==> src/rtl/cpu_pkg.sv <==
// Shared types and opcode map for the ExceptioNull CPU control path.
package cpu_pkg;

  localparam int unsigned OP_W   = 4;
  localparam int unsigned ADDR_W = 8;

  typedef enum logic [2:0] {
    SEQ_IDLE   = 3'd0,
    SEQ_FETCH  = 3'd1,
    SEQ_DECODE = 3'd2,
    SEQ_EXEC   = 3'd3,
    SEQ_MEM    = 3'd4,
    SEQ_WB     = 3'd5,
    SEQ_HALT   = 3'd6,
    SEQ_FAULT  = 3'd7
  } seq_state_t;

  localparam logic [OP_W-1:0] OP_LOAD   = 4'h8;
  localparam logic [OP_W-1:0] OP_STORE  = 4'h9;
  localparam logic [OP_W-1:0] OP_BRANCH = 4'hA;
  localparam logic [OP_W-1:0] OP_JUMP   = 4'hB;
  localparam logic [OP_W-1:0] OP_PUSH   = 4'hC;
  localparam logic [OP_W-1:0] OP_POP    = 4'hD;
  localparam logic [OP_W-1:0] OP_NOP    = 4'hE;
  localparam logic [OP_W-1:0] OP_HALT   = 4'hF;

  // Enable strobes and status flags driven by the sequencer each cycle.
  typedef struct packed {
    logic ir_load;
    logic reg_w_en;
    logic mem_r_en;
    logic mem_w_en;
    logic stack_w_en;
    logic stack_r_en;
    logic halted;
    logic fault;
  } seq_strobe_t;

  // Opcodes 0x0-0x7 are the ALU class.
  function automatic logic is_alu_op(input logic [OP_W-1:0] op);
    return !op[OP_W-1];
  endfunction

endpackage

==> src/rtl/cpu_sequencer_stack_pointer.sv <==
// Hardware stack pointer: occupancy counter with full/empty flags.
module stack_pointer #(
  parameter int unsigned STACK_DEPTH = 4
) (
  input  logic                        clk,
  input  logic                        rst,
  input  logic                        push,
  input  logic                        pop,
  output logic [$clog2(STACK_DEPTH):0] sp,
  output logic                        full_c,
  output logic                        empty_c
);

  localparam int unsigned SP_W = $clog2(STACK_DEPTH) + 1;

  assign full_c  = (sp == SP_W'(STACK_DEPTH));
  assign empty_c = (sp == '0);

  always_ff @(posedge clk) begin
    if (rst) begin
      sp <= '0;
    end else if (push && !pop && !full_c) begin
      sp <= sp + SP_W'(1);
    end else if (pop && !push && !empty_c) begin
      sp <= sp - SP_W'(1);
    end
  end

endmodule

==> src/rtl/cpu_sequencer.sv <==
// Multi-cycle instruction sequencer: owns pc and the stack pointer and
// steps each instruction through FETCH/DECODE/EXEC/MEM/WB.
module cpu_sequencer
  import cpu_pkg::*;
#(
  parameter int unsigned STACK_DEPTH = 4,
  parameter int unsigned MEM_TIMEOUT = 15
) (
  input  logic                        clk,
  input  logic                        rst,
  input  logic                        start,
  input  logic [OP_W-1:0]             opcode,
  input  logic                        branch_cond,
  input  logic [ADDR_W-1:0]           branch_target,
  input  logic                        mem_ready,
  output logic [ADDR_W-1:0]           pc,
  output logic                        ir_load,
  output logic                        reg_w_en,
  output logic                        mem_r_en,
  output logic                        mem_w_en,
  output logic                        stack_w_en,
  output logic                        stack_r_en,
  output logic [$clog2(STACK_DEPTH):0] sp,
  output logic                        halted,
  output logic                        fault
);

  localparam int unsigned TMO_W = $clog2(MEM_TIMEOUT + 1);

  localparam logic [2:0] IDLE   = 3'(SEQ_IDLE);
  localparam logic [2:0] FETCH  = 3'(SEQ_FETCH);
  localparam logic [2:0] DECODE = 3'(SEQ_DECODE);
  localparam logic [2:0] EXEC   = 3'(SEQ_EXEC);
  localparam logic [2:0] MEM    = 3'(SEQ_MEM);
  localparam logic [2:0] WB     = 3'(SEQ_WB);
  localparam logic [2:0] HALT   = 3'(SEQ_HALT);
  localparam logic [2:0] FAULT  = 3'(SEQ_FAULT);

  logic [2:0]        state_q, state_d;
  logic [OP_W-1:0]   op_q, op_d;
  logic [ADDR_W-1:0] pc_d;
  logic [TMO_W-1:0]  mem_cnt_q, mem_cnt_d;
  seq_strobe_t       strb_q, strb_d;
  logic              sp_full_c, sp_empty_c;

  // Next state, latched opcode, pc and MEM wait counter.
  always_comb begin
    state_d   = state_q;
    op_d      = op_q;
    pc_d      = pc;
    mem_cnt_d = mem_cnt_q;
    case (state_q)
      IDLE:   if (start) state_d = FETCH;
      FETCH:  state_d = DECODE;
      DECODE: begin
        op_d    = opcode;
        state_d = EXEC;
      end
      EXEC: begin
        mem_cnt_d = '0;
        if (is_alu_op(op_q)) begin
          state_d = WB;
        end else begin
          case (op_q)
            OP_LOAD, OP_STORE: state_d = MEM;
            OP_PUSH:           state_d = sp_full_c ? FAULT : MEM;
            OP_POP:            state_d = sp_empty_c ? FAULT : MEM;
            OP_BRANCH: begin
              state_d = FETCH;
              pc_d    = branch_cond ? branch_target : pc + 8'd1;
            end
            OP_JUMP: begin
              state_d = FETCH;
              pc_d    = branch_target;
            end
            OP_HALT: state_d = HALT;
            default: begin
              state_d = FETCH;
              pc_d    = pc + 8'd1;
            end
          endcase
        end
      end
      MEM: begin
        case (op_q)
          OP_PUSH: begin
            state_d = FETCH;
            pc_d    = pc + 8'd1;
          end
          OP_POP: state_d = WB;
          default: begin
            // A ready in the final allowed cycle still completes the access.
            if (mem_ready) begin
              if (op_q == OP_LOAD) begin
                state_d = WB;
              end else begin
                state_d = FETCH;
                pc_d    = pc + 8'd1;
              end
            end else if (mem_cnt_q == TMO_W'(MEM_TIMEOUT - 1)) begin
              state_d = FAULT;
            end else begin
              mem_cnt_d = mem_cnt_q + TMO_W'(1);
            end
          end
        endcase
      end
      WB: begin
        state_d = FETCH;
        pc_d    = pc + 8'd1;
      end
      HALT:    state_d = HALT;
      FAULT:   state_d = FAULT;
      default: state_d = IDLE;
    endcase
  end

  // Strobes are a pure decode of the upcoming state, registered alongside it.
  always_comb begin
    strb_d = '0;
    case (state_d)
      FETCH: strb_d.ir_load = 1'b1;
      MEM: begin
        strb_d.mem_r_en   = (op_d == OP_LOAD);
        strb_d.mem_w_en   = (op_d == OP_STORE);
        strb_d.stack_w_en = (op_d == OP_PUSH);
        strb_d.stack_r_en = (op_d == OP_POP);
      end
      WB:   strb_d.reg_w_en = 1'b1;
      HALT: strb_d.halted = 1'b1;
      FAULT: begin
        strb_d.halted = 1'b1;
        strb_d.fault  = 1'b1;
      end
      default: ;
    endcase
  end

  always_ff @(posedge clk) begin
    if (rst) begin
      state_q   <= IDLE;
      op_q      <= '0;
      pc        <= '0;
      mem_cnt_q <= '0;
      strb_q    <= '0;
    end else begin
      state_q   <= state_d;
      op_q      <= op_d;
      pc        <= pc_d;
      mem_cnt_q <= mem_cnt_d;
      strb_q    <= strb_d;
    end
  end

  stack_pointer #(
    .STACK_DEPTH(STACK_DEPTH)
  ) u_stack_pointer (
    .clk     (clk),
    .rst     (rst),
    .push    (strb_q.stack_w_en),
    .pop     (strb_q.stack_r_en),
    .sp      (sp),
    .full_c  (sp_full_c),
    .empty_c (sp_empty_c)
  );

  assign ir_load    = strb_q.ir_load;
  assign reg_w_en   = strb_q.reg_w_en;
  assign mem_r_en   = strb_q.mem_r_en;
  assign mem_w_en   = strb_q.mem_w_en;
  assign stack_w_en = strb_q.stack_w_en;
  assign stack_r_en = strb_q.stack_r_en;
  assign halted     = strb_q.halted;
  assign fault      = strb_q.fault;

endmodule

==> config.mk <==
export PLATFORM = sky130hd
export DESIGN_NAME = cpu_sequencer
export DESIGN_NICKNAME = d
export VERILOG_FILES = /design/src/rtl/cpu_pkg.sv /design/src/rtl/cpu_sequencer_stack_pointer.sv /design/src/rtl/cpu_sequencer.sv
export SDC_FILE = /design/constraint.sdc
export NUM_CORES = 1
export LEC_CHECK = 0
export ABC_AREA = 1
export BUFFER_PORTS_ARGS = -buffer_cell sky130_fd_sc_hd__buf_2
export CAP_MARGIN = 20
export CORE_MARGIN = 10
export CORE_UTILIZATION = 49
export CTS_CLUSTER_DIAMETER = 80
export DETAILED_ROUTE_END_ITERATION = 10
export PLACE_DENSITY = 0.75
export REMOVE_ABC_BUFFERS = 1
export SLEW_MARGIN = 20
export SYNTH_ARGS = -nofsm -noshare
export SYNTH_HDL_FRONTEND = slang
export SYNTH_SLANG_ARGS = --single-unit
==> constraint.sdc <==
create_clock -name clk -period 1.7 [get_ports clk]
set_clock_uncertainty 0.1 [all_clocks]
set_input_delay 0.17 -clock clk [delete_from_list [all_inputs] [get_ports clk]]
set_output_delay 0.17 -clock clk [all_outputs]
set_load 0.02 [all_outputs]
### After elaboration in Yosys (flattened, before gate mapping)

Cells that the tools add are included.

| storage, ports and cells | value |
|---|---|
| flip-flop bits (word level) | 30 |
| input port bits | 17 |
| output and inout port bits | 19 |
| logic and storage cells | 99 |

| cells by class | value |
|---|---|
| $add $sub $neg | 4 |
| equal/unequal tests | 33 |
| muxes and demuxes | 28 |
| bitwise operators | 1 |
| reductions and logical operators | 20 |

Operators by type and width:

| operator | count |
|---|---|
| $eq 4x4->1 const B | 12 |
| $pmux 8 s3 | 2 |
| $mux 8 | 4 |
| $eq 3x3->1 const B | 9 |
| $pmux 3 s8 | 1 |
| $mux 3 | 7 |
| $mux 4 | 4 |
| $pmux 8 s2 | 1 |
| $ne 2x2->1 const B | 6 |
| $pmux 3 s4 | 1 |
| $add 8x1->8 const B | 1 |
| $pmux 4 s2 | 1 |
| $reduce_or 2->1 | 4 |
| $eq 3x1->1 const B | 2 |
| $eq 3x2->1 const B | 2 |
| $logic_not 3->1 | 2 |
| $ne 3x3->1 const B | 2 |
| $pmux 3 s2 | 1 |
| $reduce_and 6->1 | 1 |
| $reduce_or 5->1 | 1 |
| $add 4x1->4 const B | 1 |
| $logic_and 1x1->1 | 4 |
| $logic_not 1->1 | 4 |
| $mux 1 | 4 |
| other kinds (7) | 9 |

### Depth between registers and ports, before layout

Gate-level depths: netlist of run 1.

| depth | value |
|---|---|
| depth in word-level cells | 8 |
| mapped depth | 11 |
| gate-level depth less buffers | 11 |

### By module

From an unflattened synthesis of run 1, not the netlist that was laid out.

| unflattened totals | value |
|---|---|
| cell total of the unflattened synthesis | 303 |
| area, all modules | 1,875.5 µm² |

Modules (own cells, without submodules):

| module | instances | cells an instance | area an instance (µm²) | seq. area each (µm²) |
|---|---|---|---|---|
| cpu_sequencer | 1 | 271 | 1,677.9 | 540.5 |
| stack_pointer | 1 | 32 | 197.7 | 60.1 |

### Least setup slack after synthesis of run 1

OpenSTA, ideal clock, no wires.

| timing | value |
|---|---|
| kind | flip-flop to flip-flop |
| start | register u_stack_pointer.sp[0] |
| end | register u_stack_pointer.sp[2] |
| setup time | 0.113 ns |
| arrival | 1.629 ns |
| data required time | 1.487 ns |
| setup slack | -0.141 ns |
| stages on the path, launching flop included | 11 |
| path buffers | 0 |
| period minus slack after synthesis | 1.841 ns |
| path through | dfxtp_1 > inv_1 > nand2_1 > nor2_1 > nor3_1 > inv_1 > fa_1 > a21oi_1 > nand2_1 > nand2_1 > nor2_1 |

| on the way | value |
|---|---|
| word-level cells in the longest chain between the ends | 4 |
| elaborated cells on any way between the ends | 11 |
| those cells by class | add/sub (2); eq/ne (1); mux (2); reduce/logical (6) |

RTL lines:

| element | line | source |
|---|---|---|
| start, declared | cpu_sequencer_stack_pointer.sv:9 | `output logic [$clog2(STACK_DEPTH):0] sp,` |
| start signal, assigned | cpu_sequencer_stack_pointer.sv:23 | `sp <= sp + SP_W'(1);` |
| start signal, assigned | cpu_sequencer_stack_pointer.sv:25 | `sp <= sp - SP_W'(1);` |
| parallel branches: the longest is 4 deep, another holds $sub 3x1->3 | n/a |  |

Parallel ways; which one is timed is not known. The select of a mux whose other input is x is not followed.
A chain may end at the register's enable or synchronous reset.

### Worst setup path in the final report of run 1

Ends and elaborated chain as after synthesis.

==> run summary, run 1 <==
The run finished, with violations left. The final reports fail on setup timing. STA classifies the critical path endpoint as a flip-flop. Max-cap violations in this run came to 0. Data on the critical path is required at its endpoint by 1.77 ns. Row generation in the floorplan step produced 21 rows.

The remaining global-route overflow is 0, and the number of buffers added on ports is 35. The summed instance area of the synthesized netlist was 0.00179 mm2; the wire length of the first global-routing pass was 6.78 mm. Clock-pin slew was measured on the worst setup and hold paths at 0.07 ns. The post-synthesis sequential area ratio was 33.5%. Along the worst path, the maximum fanout reaches 2. The tools report the startpoint of the worst register-to-register path as u_stack_pointer.sp[0]$_SDFFE_PP0P_. The post-layout instance count excluding filler cells came out at 369. For the CTS sink count, the log shows 30. Hold is met by 0.0405 ns. The startpoint type of the worst setup path was a flip-flop. Setup repair after global routing could not meet its margin everywhere.

For this run, the detailed router's first-pass iteration total came to 4. Timing would allow up to 564 MHz. The post-layout total power is 1980 uW, and the later-pin clock latency in the skew report is 0.29 ns. In the post-synthesis netlist, the biggest area contributors are sky130_fd_sc_hd__dfxtp_1 34%, sky130_fd_sc_hd__nand2_1 15%, sky130_fd_sc_hd__nor2_1 8.6%.

The number of global-route vias before repair was 1626. 0 antenna diodes ended up in the layout. In this run the count of I/O pins placed on the die edge is 36. For the via count of the routed design, the log shows 1816.

The number of hold buffers added after CTS was 0. Yosys printed 0 warnings. The max-slew violation total from the final report came out at 0. The total leakage power came out at 0.00110 uW.

The count of nets left with antenna violations once routing finished came out at 0. The time the final worst path needs with I/O delays and setup came out at 1.77 ns. The tools report the source of the worst hold timing path as branch_target[4]. The slew at the pin with the worst max-slew slack came out at 0.299 ns. Dividing the synthesized area by the synthesized cell count gives 6.51 um2. Headroom to the max-slew limit came out at 79.8%. The finished cells cover 0.00221 mm2. Kind of path behind the tightest hold check: in -> reg. The synthesized netlist devotes 0.489% of its cell area to XOR and XNOR gates.

After detailed routing, the number of remaining DRC violations is 0. Dividing the final minimum period by the clock period gives 104%. Dividing the detail-routed wire length by the instance count gives 11.3 um. Wires add up to 4.16 mm.

Area fraction of the dominant cell type after synthesis: 33.5%. After Yosys synthesis, full adders, half adders and majority gates account for 3.21% of the synthesized area. Routability-driven placement finished with a final weighted congestion of 0.883. In this run, placement finished with an instance count of 359.

Die span in x: 80.5 um. The tools report the maximum count of clock buffers along a single path as 2. Area of the multi-input gates: 0.00103 mm2. CTS placed an instance of sky130_fd_sc_hd__clkbuf_8 at the clock tree root.

The synthesized design spends more area on one cell type than any other, namely sky130_fd_sc_hd__dfxtp_1. After routing, the total negative slack on setup checks comes to -0.0720 ns. VDD sags by at most 0.506 mV. By area, the combinational part of the netlist is dominated by simple AND/OR/NAND/NOR gates. Measured along the y axis, the die boundary spans 80.5 um. The synthesized flop and latch total is 30, and the post-synthesis to final-layout area growth is 23.4%.

For the number of endpoints failing setup at the final stage, the log shows 1. After detailed routing, the number of vias per cell comes to 4.92. The critical path is of the reg -> reg type. Summing the areas of all and, or, nand and nor instances in the mapped netlist gives 40.8% of the synthesized area. Number of instances on the worst hold path: 3. TritonCTS built the clock tree.

The run gives 331 as the fill cell instance count of the final layout. The share of final-layout standard cells stronger than drive strength 1 was 30.3%; the effective utilization at floorplan was 52.0%. The run gives 5 as the clock buffer count from CTS. The fraction of the mapped netlist area in compound gates is 11.0%, and the initial antenna violation count is 0.

For this design the ratio of total power to cell area is 898 mW/mm2. The floorplan die area came out at 0.00647 mm2. For this run, the post-layout net count is 343.

The run gives 0 as the final-report hold violation count. The placed cell area came out at 0.00205 mm2. The path with the worst hold slack has its endpoint at pc[4]$_SDFFE_PP0P_. The area used by sequential logic in the layout came out at 603 um2.

The worst register-to-register path ends at u_stack_pointer.sp[2]$_SDFFE_PP0P_. For the worst setup path, the data arrival time is 1.85 ns. The length in cells of the worst reg-to-reg path was 10; the count of distinct cell types in the synthesized netlist was 31. The run gives -0.07 ns as the register-to-register setup slack.

The global-route usage over all layers is 13.0%. Pin count of the biggest net entering global routing: 11. The worst setup margin was -0.0720 ns; the number of H-tree branching levels was 2.

Measured against the total synthesized area, the mux share comes to 0%. After legalization and detailed placement, the total HPWL measured 3.16 mm. Core box area: 0.00344 mm2. The gate count of the mapped netlist is 275, and the starting DRC count in detailed routing is 60.
cells by family (layout without fill, tap and decap cells):
kind of cell / after synthesis / in the layout
simple gates: 157 / 157
fa+ha+maj: 4 / 4
flops: 30 / 30
xor+xnor: 1 / 1
compound gates: 35 / 35
buf+inv: 48 / 96
worst max-delay path: stages (launching register included):
cell	delay [ns]
sky130_fd_sc_hd__dfxtp_2	0.33
sky130_fd_sc_hd__inv_2	0.04
sky130_fd_sc_hd__nand2_4	0.07
sky130_fd_sc_hd__nor2_4	0.04
sky130_fd_sc_hd__nor3_2	0.22
sky130_fd_sc_hd__inv_1	0.12
sky130_fd_sc_hd__fa_2	0.40
sky130_fd_sc_hd__a21oi_2	0.18
sky130_fd_sc_hd__nand2_1	0.07
sky130_fd_sc_hd__nand2_1	0.06
sky130_fd_sc_hd__nor2_1	0.03
worst max-delay path by stage:
| stage | startpoint | cells past startpoint | endpoint | slack (ns) |
|---|---|---|---|---|
| floorplan | u_stack_pointer.sp[0]$_SDFFE_PP0P_ | 10 | u_stack_pointer.sp[2]$_SDFFE_PP0P_ | -0.14 |
| global placement | u_stack_pointer.sp[1]$_SDFFE_PP0P_ | 10 | u_stack_pointer.sp[2]$_SDFFE_PP0P_ | 0.04 |
| detailed placement | u_stack_pointer.sp[1]$_SDFFE_PP0P_ | 10 | u_stack_pointer.sp[2]$_SDFFE_PP0P_ | -0.03 |
| CTS | u_stack_pointer.sp[1]$_SDFFE_PP0P_ | 10 | u_stack_pointer.sp[2]$_SDFFE_PP0P_ | 0.03 |
| global route | u_stack_pointer.sp[0]$_SDFFE_PP0P_ | 11 | u_stack_pointer.sp[2]$_SDFFE_PP0P_ | -0.20 |
| finish | u_stack_pointer.sp[0]$_SDFFE_PP0P_ | 10 | u_stack_pointer.sp[2]$_SDFFE_PP0P_ | -0.07 |
Yosys cell counts (all sizes together):
library cell   n
o21ai         19
clkinv         1
nand3         18
a21boi         1
ha             3
o211ai         1
fa             1
nor2          43
buf            2
nand4          6
nand2         81
inv           44
dfxtp         30
a21oi         13
nor3           6
a211oi         1
nor3b          3
clkbuf         1
xnor2          1
per-layer routing:
layer  wire [um]  track usage (%)  vias up
li1            -                -      964
met1        1810             14.2      810
met2        2020             21.5       36
met3         261             5.23        6
met4          65             5.63        0
met5           0                0        -
cells in the final DEF (no fill, tap or decap), types with 2 or more instances in the layout:
cell / synthesis / layout
sky130_fd_sc_hd__clkbuf_8: 0 / 5
sky130_fd_sc_hd__nand3_2: 3 / 3
sky130_fd_sc_hd__a21oi_1: 10 / 9
sky130_fd_sc_hd__clkbuf_1: 1 / 2
sky130_fd_sc_hd__ha_1: 3 / 3
sky130_fd_sc_hd__nor2_4: 1 / 3
sky130_fd_sc_hd__o21ai_1: 9 / 9
sky130_fd_sc_hd__nand2_4: 2 / 3
sky130_fd_sc_hd__o21ai_0: 10 / 10
sky130_fd_sc_hd__nor3_2: 3 / 4
sky130_fd_sc_hd__nand2_2: 8 / 8
sky130_fd_sc_hd__buf_2: 1 / 35
sky130_fd_sc_hd__nor3b_2: 2 / 2
sky130_fd_sc_hd__nor2_1: 41 / 39
sky130_fd_sc_hd__nand3_1: 15 / 15
sky130_fd_sc_hd__nor3_1: 3 / 2
sky130_fd_sc_hd__a21oi_2: 3 / 4
sky130_fd_sc_hd__dfxtp_2: 0 / 2
sky130_fd_sc_hd__nand2_1: 71 / 70
sky130_fd_sc_hd__nand4_1: 6 / 6
sky130_fd_sc_hd__inv_4: 2 / 2
sky130_fd_sc_hd__inv_2: 11 / 14
sky130_fd_sc_hd__buf_4: 1 / 8
sky130_fd_sc_hd__inv_1: 31 / 28
sky130_fd_sc_hd__dfxtp_1: 30 / 28
power breakdown:
| part | total (uW) | switching, uW | internal, uW |
|---|---|---|---|
| Sequential | 812 | 57.2 | 755 |
| Combinational | 467 | 300 | 167 |
| Clock | 705 | 267 | 438 |
area by class of cell:
class	instances	share of cell area (%)
well taps	46	2.60
clock inverters	1	1.36
repair buffers	43	10.6
clock buffers	7	3.45
flip-flops and latches	30	27.3
multi-input cells	197	46.5
inverters	45	8.10
per-stage QoR:
stage / utilization (%) / setup WS (ns)
4_1_cts: 62.8 / 0.0304
6_report: 64.2 / -0.0720
3_3_place_gp: 59.6 / 0.0412
3_5_place_dp: 59.6 / -0.0329
5_1_grt: 64.2 / -0.201
2_1_floorplan: - / -0.145
sequential cells by signal, summed over array words and instances (netlist names):
signal,cells
fault,1
u_stack_pointer.sp,3
stack_r_en,1
ir_load,1
state_q,3
mem_r_en,1
pc,8
op_q,4
stack_w_en,1
halted,1
reg_w_en,1
mem_cnt_q,4
mem_w_en,1
what timing repair did:
action / 4_1_cts / 5_1_grt
setup buffers: 0 / 2
resized for setup: 1 / 13
endpoints found under the setup margin: 1 / 4
pin swaps: 0 / 8
Note: power is estimated with default switching activity, not from simulation.
==> run 2: changes to the inputs <==
--- a/config.mk
+++ b/config.mk
@@ -9,12 +9,13 @@
 export BUFFER_PORTS_ARGS = -buffer_cell sky130_fd_sc_hd__buf_2
 export CAP_MARGIN = 20
 export CORE_MARGIN = 10
-export CORE_UTILIZATION = 49
+export CORE_UTILIZATION = 50
 export CTS_CLUSTER_DIAMETER = 80
 export DETAILED_ROUTE_END_ITERATION = 10
-export PLACE_DENSITY = 0.75
+export PLACE_DENSITY = 0.76
 export REMOVE_ABC_BUFFERS = 1
-export SLEW_MARGIN = 20
+export SLEW_MARGIN = 10
 export SYNTH_ARGS = -nofsm -noshare
 export SYNTH_HDL_FRONTEND = slang
+export SYNTH_HIERARCHICAL = 1
 export SYNTH_SLANG_ARGS = --single-unit
==> constraint.sdc (replaced) <==
create_clock -name clk -period 1.4 [get_ports clk]
set_clock_uncertainty 0.1 [all_clocks]
set_input_delay 0.14 -clock clk [delete_from_list [all_inputs] [get_ports clk]]
set_output_delay 0.14 -clock clk [all_outputs]
set_load 0.02 [all_outputs]
==> run summary, run 2 <==
The diode insertion count for antenna repair is 0 (unchanged). sky130_fd_sc_hd__nand2_1 is the most common cell in the netlist. The run gives 0.932 mV (+84%) as the largest voltage drop on the vdd net. The number of synthesized flops with an enable pin is 0 (unchanged), and the number of buffers added on ports is 35 (unchanged).

The async set-or-reset flop fraction in the synthesized netlist was 0% (unchanged). The core box area is 0.00363 mm2 (+5.6%). The root buffer cell chosen for the clock tree is sky130_fd_sc_hd__clkbuf_8. In this design, the critical path's most frequently occurring cell is sky130_fd_sc_hd__nor2_1. The total length of routed wires was 5.84 mm (+40%). The post-layout total power is 2850 uW (+44%), and the floorplan die area is 0.00660 mm2 (+2.0%). The worst setup path is launched from a flip-flop.

The cell family contributing the most delay on the critical path is simple AND/OR/NAND/NOR gates. The post-layout instance count excluding filler cells is 440 (+19%), and the post-place setup slack is -0.135 ns (-0.103 ns). The time the final worst path needs with I/O delays and setup works out to 1.47 ns (-0.301 ns). The highest fanout seen on the critical path is 4 (+2). The hold buffer count at cts came out at 0 (unchanged). More flip-flops sit in one register than any other, and that register is pc. The global-route usage over all layers is 17.9% (+4.9 points), and the global placer's final weighted congestion is 0.909 (+2.9%). The number of nets still failing antenna checks after routing was 0 (unchanged); the die height was 81.2 um (+0.99%). The tools report the later-pin clock latency in the skew report as 0.29 ns (about the same). Traced cell by cell, the critical path runs through nor2_4 > buf_4 > nor2_1 > nor2_1 > nand2_1 > inv_1 > nand2_2 > nor2_4 > nand3_2 > nor2_1.

Setup repair after global routing could not meet its margin everywhere. TritonCTS built the clock tree. The DRC violation count after routing came out at 0 (unchanged).

The remaining global-route overflow is 0 (unchanged). Compared with the post-synthesis result, the final layout area differs by 52.2%. The max-slew headroom at the worst pin was 76.4% (-3.5 points). The run gives 183 (+200%) as the starting DRC count in detailed routing.

The peak per-stage delay on the critical path was 0.37 ns (-0.03 ns). The flow ran to the end, but the final reports show violations. Post-synthesis cell type with the largest combined area: sky130_fd_sc_hd__dfxtp_1. Average via count per standard cell: 5.13 (+4.1%).

The share of final-layout standard cells stronger than drive strength 1 was 45.9% (+16 points); the maximum count of clock buffers along a single path was 2 (unchanged). For the worst setup margin, the log shows -0.0705 ns (+0.00147 ns). The flip-flop count of the largest register, all copies and words added is 8 (unchanged).

Leaving out fill and tap cells, the most frequent cell in the layout is sky130_fd_sc_hd__nand2_1. The effective utilization at floorplan came out at 51.6% (-0.40 points). Gate count of the mapped netlist: 303 (+10%). In this run the worst hold path is classified as in -> reg. The logs give 16 (+15) for the number of endpoints failing setup at the final stage and 680 MHz (+21%) for the maximum operating frequency. The max-slew violation total from the final report was 0 (unchanged). For the wire length of the first global-routing pass, the log shows 9.40 mm (+39%). In the final layout, the registers with the most flip-flops are pc x8, mem_cnt_q x4, op_q x4. The final routed wire length divided by cell count was 13.3 um (+18%); the area of the multi-input gates was 0.00138 mm2 (+34%). After synthesis, the cell types taking the most area are sky130_fd_sc_hd__dfxtp_1 32%, sky130_fd_sc_hd__nand2_1 17%, sky130_fd_sc_hd__nor2_1 11%.

The tools report the HPWL reported at the end of detailed placement as 3.78 mm (+20%). The run gives 0 (unchanged) as the final-report hold violation count. The total power divided by cell area is 998 mW/mm2 (+11%). The synthesized flop and latch total is 30 (unchanged). The summed instance area of the synthesized netlist is 0.00188 mm2 (+4.8%).

The floorplan row count came out at 22 (+4.8%). Register-to-register setup slack: -0.07 ns (about the same). The slew at the pin with the worst max-slew slack was 0.351 ns (+0.0515 ns); the detailed-routing iteration count for the pre-antenna-repair pass was 5 (+1). The area used by sequential logic in the layout is 637 um2 (+5.6%).

The total leakage power was 0.00139 uW (+26%). The run gives 1.60 ns (-0.25 ns) as the worst endpoint data arrival time. The number of global-route vias before repair was 2091 (+29%); the initial antenna violation count was 0 (unchanged). The number of cells after detailed placement is 420 (+17%), and the required time of the critical path is 1.53 ns (-0.24 ns). The pin count of the biggest net entering global routing came out at 16 (+5). The most used flip-flop cell after synthesis was sky130_fd_sc_hd__dfxtp_1. The register clock-pin slew on the reported worst setup and hold paths is 0.06 ns (about the same), and the buffering stage count on the worst path with inverters included is 2 (unchanged). The count of nets after finishing was 412 (+20%). Counting instances in the post-synthesis netlist gives the leading cell types as 86 x sky130_fd_sc_hd__nand2_1, 55 x sky130_fd_sc_hd__nor2_1, 32 x sky130_fd_sc_hd__inv_1. For the fill cell instance count of the final layout, the log shows 263 (-21%). The via count of the routed design is 2255 (+24%), and the clock buffer count from CTS is 5 (unchanged).

The share of the clock period used by the worst path after layout works out to 105% (+0.80 points). The area fraction of the dominant cell type after synthesis came out at 32.0% (-1.5 points). The total I/O pin count is 36 (unchanged), and the post-synthesis sequential area ratio is 32.0% (-1.5 points). The die span in x works out to 81.2 um (+0.99%).

The largest individual stage delay along the critical path comes from the cell sky130_fd_sc_hd__dfxtp_4. The number of warning messages in the yosys log was 6 (+6). STA classifies the critical path endpoint as a flip-flop. The setup path with the least slack is of type reg -> reg. The checks that failed: setup timing. The number of H-tree branching levels came out at 2 (unchanged). The CTS sink count came out at 30 (unchanged).

The per-instance average area after synthesis came out at 6.19 um2 (-4.9%). The top cell types in the final layout, fill and taps aside, are 72 x sky130_fd_sc_hd__nand2_1, 48 x sky130_fd_sc_hd__buf_4, 44 x sky130_fd_sc_hd__nor2_1, 35 x sky130_fd_sc_hd__buf_2, 27 x sky130_fd_sc_hd__inv_1. The count of distinct cell types in the synthesized netlist is 31 (unchanged).

The logs give 0.00286 mm2 (+29%) for the post-route cell area and 0 (unchanged) for the max-capacitance violation count. The placed cell area came out at 0.00237 mm2 (+15%).
run 2: cell families after synthesis:
family / synth area share, %
AND/OR/NAND/NOR: 45.6
AO/OA/AOI/OAI: 10.0
XOR/XNOR: 0.467
adder cells (fa/ha/maj): 3.07
buffers and inverters: 8.81
flip-flops: 32.0
run 2: worst register-to-register path: stages, from the launching register on:
cell and delay (ns):
sky130_fd_sc_hd__dfxtp_4 0.37, sky130_fd_sc_hd__nor2_4 0.14, sky130_fd_sc_hd__buf_4 0.13, sky130_fd_sc_hd__nor2_1 0.03, sky130_fd_sc_hd__nor2_1 0.10, sky130_fd_sc_hd__nand2_1 0.07
sky130_fd_sc_hd__inv_1 0.06, sky130_fd_sc_hd__nand2_2 0.09, sky130_fd_sc_hd__nor2_4 0.12, sky130_fd_sc_hd__nand3_2 0.10, sky130_fd_sc_hd__nor2_1 0.10
run 2: final cells by class:
cell class	count	area share, %
clock buffers	6	2.89
clock inverters	2	0.438
inverters	38	5.35
multi-input cells	233	48.2
flip-flops and latches	30	22.3
well taps	48	2.10
repair buffers	83	18.8
run 2: path summary, 6_finish.rpt:
check	start	end	cells past startpoint
worst max-delay path	state_q[0]$_SDFF_PP0_	mem_r_en$_SDFF_PP0_	10
worst min-delay path	branch_target[7]	pc[7]$_SDFFE_PP0P_	5
worst max register to register	state_q[0]$_SDFF_PP0_	mem_r_en$_SDFF_PP0_	10
worst min register to register	mem_cnt_q[3]$_SDFFE_PP0P_	mem_cnt_q[3]$_SDFFE_PP0P_	2
run 2: per-stage QoR:
stage	utilization [%]	setup TNS, ns	hold WS, ns
floorplan	-	-1.01	0.109
global placement	65.2	-1.29	0.394
detailed placement	65.2	-1.81	0.393
CTS	74.4	-0.125	0.0921
global route	78.6	-3.04	0.111
finish	78.6	-0.631	0.0936
run 2: layer usage:
| metal | GRT usage (%) | routed length, um |
|---|---|---|
| met1 | 19.9 | 2340 |
| met2 | 31.8 | 2970 |
| met3 | 5.19 | 395 |
| met4 | 6.06 | 130 |
| met5 | 0 | 0 |
run 2: where the power goes:
group	internal [uW]	switching (uW)
Sequential	948	115
Clock	394	343
Combinational	440	611
run 2: repair_timing:
action	CTS	global route
endpoints found under the setup margin	21	26
resized for setup	64	43
gates cloned	1	0
pin swaps	18	21
buffers inserted	8	3
